--- config.mk ---
export PLATFORM = sky130hd
export DESIGN_NAME = chip8_scanout
export DESIGN_NICKNAME = d
export VERILOG_FILES = /design/src/rtl/chip8_scanout.sv
export SDC_FILE = /design/constraint.sdc
export NUM_CORES = 1
export LEC_CHECK = 0
export ABC_AREA = 1
export ABC_CLOCK_PERIOD_IN_PS = 4100
export CAP_MARGIN = 0
export CORE_MARGIN = 8
export CORE_UTILIZATION = 50
export CTS_BUF_LIST = sky130_fd_sc_hd__clkbuf_16
export CTS_CLUSTER_SIZE = 14
export DETAILED_ROUTE_END_ITERATION = 7
export GPL_TIMING_DRIVEN = 0
export HOLD_SLACK_MARGIN = 0.02
export PLACE_DENSITY = 0.8
export SYNTH_ARGS = -nofsm -noshare
export SYNTH_HDL_FRONTEND = slang
export SYNTH_SLANG_ARGS = --single-unit
export TNS_END_PERCENT = 30
--- constraint.sdc ---
create_clock -name clk_in -period 4.1 [get_ports clk_in]
set_input_delay 0.41 -clock clk_in [delete_from_list [all_inputs] [get_ports clk_in]]
set_output_delay 0.41 -clock clk_in [all_outputs]
set_load 0.05 [all_outputs]
--- src/rtl/chip8_scanout.sv ---
// CHIP-8 framebuffer scanout: reads 64x32 VRAM words in raster order and emits a
// paced, back-pressurable pixel stream with coordinates and frame markers.
module chip8_scanout #(
  parameter int          WIDTH         = 64,
  parameter int          HEIGHT        = 32,
  parameter logic [31:0] ON_COLOR      = 32'hFFFFFFFF,
  parameter logic [31:0] OFF_COLOR     = 32'h00000000,
  parameter int          VBLANK_CYCLES = 16
) (
  input  logic                            clk_in,
  input  logic                            rst_in,
  input  logic                            frame_req_in,
  output logic                            vram_rd_out,
  output logic [$clog2(WIDTH*HEIGHT)-1:0] vram_addr_out,
  input  logic [31:0]                     vram_data_in,
  output logic                            pix_valid_out,
  input  logic                            pix_ready_in,
  output logic [31:0]                     pix_data_out,
  output logic [$clog2(WIDTH)-1:0]        pix_x_out,
  output logic [$clog2(HEIGHT)-1:0]       pix_y_out,
  output logic                            sof_out,
  output logic                            eol_out,
  output logic                            eof_out,
  output logic                            busy_out,
  output logic                            frame_done_out,
  output logic [1:0]                      dbg_state_out
);
  localparam int XW   = $clog2(WIDTH);
  localparam int YW   = $clog2(HEIGHT);
  localparam int AW   = XW + YW;
  localparam int NPIX = WIDTH * HEIGHT;
  localparam int EW   = 32 + XW + YW + 3;

  // Pixel stream handshake: a pixel transfers on a rising edge where pix_valid_out and
  // pix_ready_in are both high; while valid is high and ready low, every pix_* and marker
  // output holds its value.

  typedef enum logic [1:0] {
    ST_IDLE   = 2'd0,
    ST_SCAN   = 2'd1,
    ST_VBLANK = 2'd2
  } state_t;

  state_t        r_state;
  state_t        w_next_state;
  logic [AW-1:0] r_rd_addr;
  logic          r_rd_done;
  logic          r_inflight;
  logic [AW-1:0] r_inflight_addr;
  logic [EW-1:0] r_fifo [2];
  logic          r_wr_ptr;
  logic          r_rd_ptr;
  logic [1:0]    r_count;
  logic [15:0]   r_vb_cnt;
  logic          r_frame_done;

  logic          w_pop;
  logic          w_push;
  logic          w_issue;
  logic          w_start;
  logic          w_last_xfer;
  logic          w_done_set;
  logic [2:0]    w_pending;
  logic [EW-1:0] w_head;
  logic [EW-1:0] w_entry;
  logic [XW-1:0] w_in_x;
  logic [YW-1:0] w_in_y;

  // Entry layout, LSB first: eof, eol, sof, y, x, color.
  assign w_head        = r_fifo[r_rd_ptr];
  assign pix_valid_out = (r_count != 2'd0);
  assign w_pop         = pix_valid_out & pix_ready_in;
  assign w_push        = r_inflight;
  assign w_last_xfer   = w_pop & w_head[0];
  assign w_start       = (r_state == ST_IDLE) & frame_req_in;

  // Counting this cycle's pop lets a read issue while the head drains, sustaining 1 pixel/clock.
  assign w_pending = {1'b0, r_count} + {2'b00, r_inflight} - {2'b00, w_pop};
  assign w_issue   = (r_state == ST_SCAN) & ~r_rd_done & (w_pending < 3'd2);

  assign w_in_x  = r_inflight_addr[XW-1:0];
  assign w_in_y  = r_inflight_addr[AW-1:XW];
  assign w_entry = {((|vram_data_in) ? ON_COLOR : OFF_COLOR), w_in_x, w_in_y,
                    (r_inflight_addr == '0), (&w_in_x), (&r_inflight_addr)};

  assign vram_rd_out    = w_issue;
  assign vram_addr_out  = r_rd_addr;
  assign pix_data_out   = pix_valid_out ? w_head[EW-1 -: 32]   : '0;
  assign pix_x_out      = pix_valid_out ? w_head[3+YW +: XW]   : '0;
  assign pix_y_out      = pix_valid_out ? w_head[3 +: YW]      : '0;
  assign sof_out        = pix_valid_out & w_head[2];
  assign eol_out        = pix_valid_out & w_head[1];
  assign eof_out        = pix_valid_out & w_head[0];
  assign busy_out       = (r_state != ST_IDLE);
  assign frame_done_out = r_frame_done;
  assign dbg_state_out  = r_state;

  always_comb begin
    w_next_state = r_state;
    w_done_set   = 1'b0;
    case (r_state)
      ST_IDLE: begin
        if (frame_req_in) w_next_state = ST_SCAN;
      end
      ST_SCAN: begin
        if (w_last_xfer) begin
          if (VBLANK_CYCLES == 0) begin
            w_next_state = ST_IDLE;
            w_done_set   = 1'b1;
          end else begin
            w_next_state = ST_VBLANK;
          end
        end
      end
      ST_VBLANK: begin
        if (r_vb_cnt == 16'(VBLANK_CYCLES - 1)) begin
          w_next_state = ST_IDLE;
          w_done_set   = 1'b1;
        end
      end
      default: w_next_state = ST_IDLE;
    endcase
  end

  always_ff @(posedge clk_in or posedge rst_in) begin
    if (rst_in) begin
      r_state      <= ST_IDLE;
      r_frame_done <= 1'b0;
      r_vb_cnt     <= '0;
    end else begin
      r_state      <= w_next_state;
      r_frame_done <= w_done_set;
      r_vb_cnt     <= (r_state == ST_VBLANK) ? r_vb_cnt + 16'd1 : 16'd0;
    end
  end

  // The read address parks on the last word once it has been issued.
  always_ff @(posedge clk_in or posedge rst_in) begin
    if (rst_in) begin
      r_rd_addr       <= '0;
      r_rd_done       <= 1'b0;
      r_inflight      <= 1'b0;
      r_inflight_addr <= '0;
    end else begin
      r_inflight <= w_issue;
      if (w_issue) r_inflight_addr <= r_rd_addr;
      if (w_start) begin
        r_rd_addr <= '0;
        r_rd_done <= 1'b0;
      end else if (w_issue) begin
        if (r_rd_addr == AW'(NPIX - 1)) r_rd_done <= 1'b1;
        else                            r_rd_addr <= r_rd_addr + 1'b1;
      end
    end
  end

  always_ff @(posedge clk_in or posedge rst_in) begin
    if (rst_in) begin
      for (int i = 0; i < 2; i++) r_fifo[i] <= '0;
      r_wr_ptr <= 1'b0;
      r_rd_ptr <= 1'b0;
      r_count  <= 2'd0;
    end else begin
      if (w_push) begin
        r_fifo[r_wr_ptr] <= w_entry;
        r_wr_ptr         <= ~r_wr_ptr;
      end
      if (w_pop) r_rd_ptr <= ~r_rd_ptr;
      case ({w_push, w_pop})
        2'b10:   r_count <= r_count + 2'd1;
        2'b01:   r_count <= r_count - 2'd1;
        default: r_count <= r_count;
      endcase
    end
  end
endmodule

== Word-level counts from Yosys, hierarchy flattened ==
Index checks and enable logic that the tools add are counted.
Storage, ports and cells
  register bits after elaboration: 139
  bits in latches: 0
  bits in writable memories: 0
  bits in read-only memories: 0
  input bits: 36
  output and inout port bits: 63
  logic and storage cells: 83
  memories kept: 0
Operators by class
  $add $sub $neg: 6
  $mul: 0
  divide/modulo/power cells: 0
  magnitude comparators: 4
  eq/ne operators: 10
  shift-type cells: 0
  mux-type cells: 24
  bitwise gates (word level): 13
  reduce and logical (&&, ||, !) cells: 14
Operators with widths (count)
  46-bit two-way mux: 4
  92-bit bitwise mux: 1
  32-bit two-way mux: 2
  46-bit demux with 1-bit select: 1
  11-bit two-way mux: 3
  32-bit OR reduction: 1
  16-bit by 1-bit adder with 16-bit output (second input constant): 1
  16-bit by 4-bit equality test with 1-bit output (second input constant): 1
  16-bit two-way mux: 1
  11-bit by 1-bit adder with 11-bit output (second input constant): 1
  11-bit equality test (second input constant): 1
  11-bit logical NOT: 1
  11-bit AND reduction: 1
  2-bit nonzero test: 5
  1-bit AND: 8
  2-bit != test (second input constant): 4
  2-bit two-way mux: 3
  6-bit two-way mux: 1
  2-bit case mux with 3 select lines: 1
  6-bit AND reduction: 1
  1-bit two-way mux: 5
  5-bit two-way mux: 1
  2-bit by 1-bit equality test with 1-bit output (second input constant): 2
  2-bit equality test (second input constant): 2
  other kinds (14): 19

== Logic depth before layout (Yosys ltp) ==
  depth after elaboration: 7
  gate-level depth with buffers: 15
  mapped depth without buffers: 15

== Least setup slack after synthesis ==
No wires, ideal clock.
  path kind: reg2out
  start point: register r_rd_ptr
  end point: output port pix_data_out[10]
  arrival time: 3.187 ns
  required time: 3.690 ns
  path slack: 0.503 ns
  stages on the path, launching flop included: 7
  buffers on the path: 3
  cells stage by stage: dfrtp_1 -> clkbuf_1 -> inv_1 -> buf_2 -> nand2_1 -> a21oi_1 -> buf_4
Between the ends
  word-level cells in the longest chain between the ends: 5
RTL lines
  from (decl): line 52  | logic r_rd_ptr;
  from (signal assigned): line 168  | if (w_pop) r_rd_ptr <= ~r_rd_ptr;
  1-bit NOT with 2-bit output (not written as such): line 70  | assign w_head = r_fifo[r_rd_ptr];
  46-bit two-way mux (not written as such) (3 in a row): line 70
  32-bit two-way mux: line 88  | assign pix_data_out = pix_valid_out ? w_head[EW-1 -: 32] : '0;
  to (decl): line 18  | output logic [31:0] pix_data_out,
Every way passes these cells. The select of a mux whose other input is x is not followed.

== Worst setup path in the final report ==
  start point: register r_rd_ptr
  end point: output port pix_data_out[14]
The elaborated chain is that of the path after synthesis.

==> results_dict.tcl <==
set metrics [dict create \
    clkPwrFrac_pct 16.0 \
    top_layer "met4" \
    end_kind "primary output" \
    swShare_pct 49.9 \
    vias 3754 \
    instances_no_fill 757 \
    grt_pass1_wl_mm 17.0 \
    viasPerCell 4.96 \
    status "complete, no violations" \
    pwr-share-comb_pct 63.1 \
    area_growth_pct 35.6 \
    critPathKind "reg -> out" \
    placed_cells 741 \
    pwr-share-seq_pct 21.0 \
    drv_slew 0 \
    grt_pass1_vias 3681 \
    die_w_um 106 \
    worst_slack_ns 0.531 \
    ys_types 25 \
    grt_usage_pct 18.4 \
    cts_max_path_buffers 2 \
    antennaDiodeCount 0 \
    gr-total-overflow 0 \
    drv_cap 0 \
    postPlaceCellArea_um2 5210 \
    yosys_most_used_dff "dfrtp_1" \
    grt_max_degree 65 \
    cts_setup_buffers 0 \
    drive_above_1_share_pct 10.6 \
    cp_max_fo 17 \
    wl_mm 9.92 \
    layout_commonest_cell "nand2_1" \
    postRouteAntennaNets 0 \
    final_area_um2 5500 \
    grt_setup_unrepaired "false" \
    place.gp.congestion 0.874 \
    cp-start-kind "flip-flop" \
    ys_warn_count 0 \
    cts_tree "yes" \
    hpwlAfterDp_mm 7.50 \
    setup_viol 0 \
    final_cell_mix "nand2_1, clkdlybuf4s50_1, dfrtp_1" \
    fin_crit_ns 3.57 \
    synth_top_cell_by_area "dfrtp_1" \
    syn_inst 536 \
    synth_nets 575 \
    drc 0 \
    pin_count 99 \
    power_density_nw_per_um2 851 \
    synth_area_leaders "dfrtp_1, nand2_1, nor2_1, buf_4, inv_1" \
    drt_iter0_markers 146 \
    p_switching_mw 2.34 \
    final_nets 686 \
    crit_arrival_ns 3.16 \
    slew_headroom_pct 58.1 \
    hold_viol_final 0 \
    core_area_um2 8050 \
    cts.sinks 77 \
    die_area_um2 11200 \
    wl_met3_um 830 \
    cts_buffers 9 \
    fin_crit_sh_pct 87.1 \
    ys_seq_elements 77 \
    worst_slew_pin_slew_ns 0.629 \
    vdd_drop_max_uv 384 \
    netlist_area_um2 4060 \
    met1Wirelength_mm 4.46 \
    cp.required_ns 3.69 \
    p_leak_nw 2.53 \
    antenna_found_initial 0 \
    p_int_mw 2.35 \
    max_freq_mhz 280 \
    skew_ns 0.00704 \
    synth-async-reset-ratio_pct 100 \
    num_rows 33 \
    drtPass1Iterations 5 \
    die_h_um 106 \
    initial_core_util_pct 50.4 \
    dr_wl_met2_mm 4.41 \
    wl_per_cell_um 13.1 \
    io_buffers 98 \
    clock-root-buffer "clkbuf_16" \
    setup_tns_ns 0 \
    pre_cts_slack_ns 0.174 \
    htreeDepth 3 \
    syn_avg_cell_area_um2 7.57 \
    synth_edf_count 0 \
    ys_seq_area_share_pct 47.5 \
    synth_top_area_share_pct 47.5 \
    cts.clk_slew.worst_paths_ns 0.06 \
    insertion_delay_ns 0.34 \
    hp-class "in -> async" \
]
-- synthesized netlist by cell type, types with 2 or more instances --
master,count
o21ai_1,13
nor3_1,6
inv_1,58
buf_2,6
nor2_2,2
buf_6,2
nand4_1,8
buf_4,32
ha_1,2
nand2_1,153
xor2_1,6
nand3_1,31
clkbuf_1,6
a21oi_1,22
o21ai_0,37
nor2_1,65
nand2_2,3
dfrtp_1,77
-- through the flow --
| step | utilization, % | hold WS [ns] | power, mW |
|---|---|---|---|
| global route | 68.3 | 0.362 | 4.95 |
| floorplan | - | 0.432 | 3.10 |
| finish | 68.3 | 0.347 | 4.68 |
| CTS | 68.3 | 0.345 | 4.73 |
| global placement | 64.2 | 0.453 | 3.93 |
| detailed placement | 64.7 | 0.457 | 3.97 |
-- worst max-delay path, stage by stage, from the launching register on --
cell and delay [ns]:
dfrtp_1 0.37, clkbuf_1 0.19, inv_1 0.21, buf_2 0.27, nand2_1 0.09, a21oi_2 0.53, buf_6 0.25, buf_4 0.12
clkdlybuf4s50_1 0.80
-- cell families (layout without fill, tap and decap cells) --
logic type	Yosys count	after routing	share of synthesized area, %
flops	77	77	47.5
simple gates	273	273	28.0
buf+inv	105	221	13.2
compound gates	72	72	8.89
xor+xnor	6	6	1.30
fa+ha+maj	3	3	1.11
-- final cells by class --
| cell class | instances | area [um^2] |
|---|---|---|
| plain buffers | 46 | 315 |
| clock buffers | 9 | 225 |
| clock inverters | 7 | 57.6 |
| fillers | 672 | 2550 |
| inverters | 59 | 224 |
| multi-input cells | 354 | 1600 |
| flip-flops and latches | 77 | 1930 |
| well taps | 105 | 131 |
| repair buffers | 100 | 1020 |
-- path summary, 6_finish.rpt --
kind	from	endpoint	slack (ns)	depth (start not counted)
max	r_rd_ptr	pix_data_out[14]	0.53	8
min	rst_in	vram_addr_out[5]	0.35	2
max reg2reg	r_count[1]	vram_addr_out[9]	1.53	13
min reg2reg	r_vb_cnt[0]	r_vb_cnt[0]	0.46	1
max in group asynchronous	rst_in	r_fifo[53]	3.20	3
min in group clk_in	r_vb_cnt[0]	r_vb_cnt[0]	0.46	1
-- per-layer routing --
| metal | GRT usage, % | vias up |
|---|---|---|
| met4 | 7.54 | 0 |
| met5 | 0 | - |
| met3 | 6.35 | 21 |
| li1 | - | 1885 |
| met2 | 28.5 | 131 |
| met1 | 23.0 | 1717 |
-- timing repair --
action,in CTS,in global routing
gates resized for setup,0,1
hold buffers,0,0
setup endpoints to repair,0,1
-- state kept, by name, indices dropped and copies added, names as in the netlist, 2 cells and up --
name,count
r_inflight_addr,11
r_count,2
r_vb_cnt,16
vram_addr_out,11
dbg_state_out,2
r_fifo,30
-- power groups by stage --
| stage | Sequential [mW] | Clock (mW) | Combinational, mW |
|---|---|---|---|
| after floorplan | 1.05 | 0 | 2.05 |
| after detailed placement | 0.993 | 0 | 2.98 |
| after global placement | 0.986 | 0 | 2.94 |
| after CTS | 0.982 | 0.757 | 2.99 |
| final | 0.981 | 0.747 | 2.95 |
| after global routing | 1.00 | 0.789 | 3.16 |
No activity file was read; power rests on OpenSTA's default activity.
